File: src/rtl/scan_decoder.sv
`default_nettype none
// ============================================================================
//  Module      : scan_decoder
//  Description : Registered multi-channel SEL_W-to-2^SEL_W decoder with
//                active-low enables and active-low one-hot outputs. A scan
//                mode sweeps every enabled channel through all outputs using
//                a prescaled shared index.
//  Revision    : 1.0 - initial release
// ============================================================================
module scan_decoder #(
    parameter int SEL_W = 2,
    parameter int CH    = 2,
    parameter int DIV_W = 8
) (
    input  logic                        CLK,
    input  logic                        RESET_N,
    input  logic [CH-1:0]               G_N,
    input  logic                        MODE,
    input  logic [CH*SEL_W-1:0]         SEL,
    input  logic [DIV_W-1:0]            DIV,
    output logic [CH*(2**SEL_W)-1:0]    Y_N,
    output logic [SEL_W-1:0]            SCAN_IDX,
    output logic                        WRAP
);

    localparam int              NOUT    = 2 ** SEL_W;
    localparam logic [SEL_W-1:0] IDX_MAX = '1;

    logic [CH*NOUT-1:0] y_n_d;
    logic [CH*NOUT-1:0] y_n_q;
    logic [SEL_W-1:0]   scan_idx_d;
    logic [SEL_W-1:0]   scan_idx_q;
    logic [DIV_W-1:0]   count_d;
    logic [DIV_W-1:0]   count_q;
    logic               wrap_d;
    logic               wrap_q;

    // Per-channel decode. In scan mode the registered index is the source, so
    // the outputs trail SCAN_IDX by one cycle.
    for (genvar c = 0; c < CH; c++) begin : g_ch
        logic [SEL_W-1:0] src;
        logic [NOUT-1:0]  dec;

        assign src = MODE ? scan_idx_q : SEL[c*SEL_W +: SEL_W];

        // Active-low one-hot decode, forced all-high when the channel is disabled
        always_comb begin
            dec = '1;
            if (!G_N[c]) begin
                dec[src] = 1'b0;
            end
        end

        assign y_n_d[c*NOUT +: NOUT] = dec;
    end

    // Prescaler and scan index. The >= compare lets a lowered DIV force an
    // immediate step; leaving scan mode clears everything so the next scan
    // begins at index 0 with a full first period.
    always_comb begin
        count_d    = count_q;
        scan_idx_d = scan_idx_q;
        wrap_d     = 1'b0;
        if (MODE) begin
            if (count_q >= DIV) begin
                count_d    = '0;
                scan_idx_d = scan_idx_q + 1'b1;
                wrap_d     = (scan_idx_q == IDX_MAX);
            end else begin
                count_d    = count_q + 1'b1;
            end
        end else begin
            count_d    = '0;
            scan_idx_d = '0;
        end
    end

    // Output and counter registers with asynchronous active-low reset
    always_ff @(posedge CLK or negedge RESET_N) begin
        if (!RESET_N) begin
            y_n_q      <= '1;
            scan_idx_q <= '0;
            count_q    <= '0;
            wrap_q     <= 1'b0;
        end else begin
            y_n_q      <= y_n_d;
            scan_idx_q <= scan_idx_d;
            count_q    <= count_d;
            wrap_q     <= wrap_d;
        end
    end

    assign Y_N      = y_n_q;
    assign SCAN_IDX = scan_idx_q;
    assign WRAP     = wrap_q;

endmodule
`default_nettype wire

File: config.mk
export PLATFORM = sky130hd
export DESIGN_NAME = scan_decoder
export DESIGN_NICKNAME = d
export VERILOG_FILES = /design/src/rtl/scan_decoder.sv
export SDC_FILE = /design/constraint.sdc
export NUM_CORES = 1
export LEC_CHECK = 0
export ABC_CLOCK_PERIOD_IN_PS = 3850
export CAP_MARGIN = 15
export CELL_PAD_IN_SITES_DETAIL_PLACEMENT = 1
export CELL_PAD_IN_SITES_GLOBAL_PLACEMENT = 2
export CORE_ASPECT_RATIO = 0.6
export CORE_MARGIN = 2
export CORE_UTILIZATION = 30
export CTS_BUF_LIST = sky130_fd_sc_hd__clkbuf_4 sky130_fd_sc_hd__clkbuf_8 sky130_fd_sc_hd__clkbuf_16
export DETAILED_ROUTE_END_ITERATION = 8
export PLACE_DENSITY = 0.88
export RECOVER_POWER = 25
export SLEW_MARGIN = 20
export SYNTH_ARGS = -nofsm -noshare
export SYNTH_HDL_FRONTEND = slang
export SYNTH_SLANG_ARGS = --single-unit
File: constraint.sdc
create_clock -name CLK -period 3.85 [get_ports CLK]
set_input_delay 0.77 -clock CLK [delete_from_list [all_inputs] [get_ports CLK]]
set_output_delay 0.77 -clock CLK [all_outputs]
set_load 0.01 [all_outputs]
==> metrics.md <==
| Metric | Value |
|---|---|
| Vias/cell | `4.63` |
| H-tree levels | `1` |
| Final setup margin | `1590 ps` |
| Max-slew violation count | `0` |
| Core area | `0.00328 mm^2` |
| CTS Sinks | `19` |
| First-pass GRT wire length | `around 4300 um` |
| CP max FO | `7` |
| Area of the multi-input gates | `510 um^2` |
| Hold Crit Class | `reg -> reg` |
| Number of synthesized flops with an enable pin | `0` |
| Root buffer cell | `clkbuf_8` |
| Input/output buffers | `27` |
| Yosys cell types | `29` |
| Avg Synthesized Cell Area | `around 10 um^2` |
| Layout cell share with drive strength beyond 1 | `between 10% and 20%` |
| Period utilisation layout | `58.8%` |
| Full die area | `0.00396 mm^2` |
| P&R area growth vs syn | `35.6%` |
| Clk_lat worst skew | `260 ps` |
| Antenna violations before repair | `0` |
| Hold Crit Start | `count_q[0]` |
| R2R Path Start | `count_q[2]` |
| Final min period | `2260 ps` |
| Hold buffer count at CTS | `0` |
| Crit Path Class | `in -> reg` |
| Syn nets | `130` |
| Clock transition at the registers of the reported paths | `approximately 70 ps` |
| Largest area contributor in the netlist | `dfrtp_1` |
| Post-Route WL | `2580 um` |
| ANT nets after route | `0` |
| Seq cells post-synth | `19` |
| Initial core utilization | `31.6%` |
| Post_cts resized | `0` |
| Number of cells on the critical path | `7` |
| Vias in the first global route | `841` |
| Hold Path Stages | `1` |
| Worst Skew | `4.86 ps` |
| Peak VDD IR | `0.116 mV` |
| Power per cell area | `slightly below 300 mW/mm^2` |
| Crit. End Element | `register` |
| Async S/R FF share, synth | `100%` |
| Ranking of synthesized cells by area | `dfrtp_1, dfstp_2, ha_1, nor2_1, inv_1` |
| Delay-heaviest family, CP | `compound AO/OA/AOI/OAI gates` |
| Setup tns final | `0 ps` |
| CP required | `4040 ps` |
| WL per Instance | `14.5 um` |
| Register area share after synthesis | `46.8%` |
| CTS buffer count | `3` |
| Slowest stage delay, CP | `about 460 ps` |
| Final-layout fill cell count | `378` |
| Status | `completed` |
| Worst slew pin tran | `just under 900 ps` |
| Final setup fails | `0` |
| Synth Flop Type | `dfrtp_1` |
| Critical Path, Cell by Cell | `clkdlybuf4s50_1 > inv_1 > ha_1 > a211oi_2 > o21ai_2 > a211o_4 > nor2_1` |
| Peak Freq | `442 MHz` |
| Clk buf depth | `2` |
| Startpoint Class | `input port` |
| CP Buf/Inv Count | `2` |
| Yosys top cell area share | `26.5%` |
| Pre-antenna DRT Iters | `4` |
| Drt drc | `0` |
| Die span in x | `about 80 um` |
| Reg-to-Reg End | `count_q[4]` |
| GRT Total Usage | `around 15%` |
| Post CTS Setup Buffer Count | `0` |
| WP data arrival | `between 2000 and 2500 ps` |
| CTS tree | `yes` |
| Initial DRC count | `39` |
| Antenna fix cells | `0` |
| Syn Std Cell Area | `~0.0010 mm^2` |
| Max-cap viol count | `0` |
| Crit-path slowest cell | `clkdlybuf4s50_1` |
| Hpwl dp | `2060 um` |
| Post-synthesis instance total | `about 100` |
| Worst Reg-to-Reg Cells | `5` |
| Yosys warning total | `0` |
| Worst Hold Endpoint | `count_q[0]` |
| Core Rows | `16` |
| Flop2flop setup slack | `approximately 2200 ps` |
| Via count | `slightly above 800` |
| Static leakage | `0.652 nW` |
| Pin count of the biggest net entering global routing | `20` |
| Ports | `28` |
| Worst slack, placed | `1300 ps` |
| Die height | `just under 50 um` |
| Final nets | `161` |
| Register area | `slightly below 500 um^2` |
| RePlAce Congestion | `about 0.76` |
| Slew Limit Headroom | `41.9%` |
| Final core occ | `between 40% and 50%` |
| Hold Vio Cnt, Final | `0` |
| RSZ-0062 raised after global routing | `false` |
| GRT Residual Overflow | `0` |
-- synth_stat cells (2+ instances only) --
| cell type | n |
|---|---|
| nand3_1 | 5 |
| dfrtp_1 | 11 |
| nand2_1 | 7 |
| mux2i_1 | 2 |
| nor3b_1 | 2 |
| a21o_1 | 2 |
| and3_1 | 3 |
| nor2_1 | 13 |
| ha_1 | 10 |
| nor3_1 | 2 |
| or2_2 | 2 |
| dfstp_2 | 8 |
| xor2_1 | 4 |
| inv_1 | 10 |
| a21oi_1 | 4 |
| o21bai_1 | 4 |
| xnor2_1 | 2 |
-- placed cells by master (no fill, tap or decap) --
cell type | netlist | final
a211o_4 | 1 | 1
a211oi_2 | 1 | 1
a21o_1 | 2 | 2
a21oi_1 | 4 | 4
a21oi_2 | 1 | 1
and2_1 | 1 | 1
and3_1 | 3 | 3
clkbuf_8 | 0 | 3
clkdlybuf4s50_1 | 0 | 26
clkinv_2 | 0 | 1
dfrtp_1 | 11 | 11
dfstp_2 | 8 | 8
dlygate4sd3_1 | 0 | 1
ha_1 | 10 | 10
inv_1 | 10 | 10
mux2i_1 | 2 | 2
nand2_1 | 7 | 7
nand2b_1 | 1 | 1
nand3_1 | 5 | 5
nand4_1 | 1 | 1
nor2_1 | 13 | 13
nor2_2 | 1 | 1
nor2b_1 | 1 | 1
nor3_1 | 2 | 2
nor3b_1 | 2 | 2
o211ai_1 | 1 | 1
o21ai_1 | 1 | 1
o21ai_2 | 1 | 1
o21bai_1 | 4 | 4
or2_2 | 2 | 2
xnor2_1 | 2 | 2
xor2_1 | 4 | 4
-- area by class of cell --
| type | instances | area share [%] |
|---|---|---|
| clock buffer | 3 | 2.94 |
| clock inverter | 1 | 0.356 |
| inverter | 10 | 2.67 |
| multi-input combinational | 73 | 36.3 |
| sequential | 19 | 34.5 |
| tap | 45 | 4.00 |
| timing repair buffer | 27 | 19.2 |
-- power breakdown --
group / total (W) / internal (W) / switching (W)
clock network: 0.000138 / 0.0000720 / 0.0000660
registers: 0.000213 / 0.000208 / 0.00000496
logic: 0.0000642 / 0.0000338 / 0.0000304
-- routing by layer --
| layer | part of all wire, % | wire length (um) | up-vias | track usage (%) |
|---|---|---|---|---|
| met5 | 0 | 0 | - | 0 |
| met2 | 44 | 1130 | 16 | 21.3 |
| met4 | 1.3 | 33 | 0 | 4.24 |
| met1 | 51 | 1320 | 395 | 21.1 |
| met3 | 3.9 | 100 | 4 | 4.03 |
| li1 | - | - | 409 | - |
-- registers in the layout (all words and copies together), names as in the netlist --
| name | count |
|---|---|
| SCAN_IDX | 2 |
| count_q | 8 |
| Y_N | 8 |
| WRAP | 1 |
-- worst max path at each step --
| stage | slack (ps) | to | startpoint |
|---|---|---|---|
| after floorplan | 1900 | count_q[2] | DIV[2] |
| after global placement | 1380 | count_q[3] | DIV[2] |
| after detailed placement | 1300 | count_q[5] | DIV[2] |
| after CTS | 1580 | count_q[5] | DIV[2] |
| after global routing | 1500 | count_q[6] | DIV[2] |
| final | 1590 | count_q[4] | DIV[2] |
-- worst reg2reg max path, cell delays in order, from the launching register on --
cell      delay, ps
dfrtp_1         430
ha_1            320
a211oi_2        250
o21ai_2         110
a211o_4         390
nor2_1          120
-- cells by family after synthesis --
group | synth area share (%)
multiplexers | 1.93
adder cells (fa/ha/maj) | 12.1
flip-flops | 46.8
AND/OR/NAND/NOR | 18.1
AO/OA/AOI/OAI | 12.1
buffers and inverters | 3.98
XOR/XNOR | 5.07
-- per-stage QoR --
step	cells	hold WS [ps]	instance area (um^2)	power, W
after floorplan	103	468	1040	0.000244
final	178	525	1410	0.000415
after global routing	178	564	1410	0.000438
after CTS	178	537	1410	0.000424
after detailed placement	174	526	1360	0.000281
after global placement	174	528	1360	0.000279
Power figures use the tool's default switching activity.
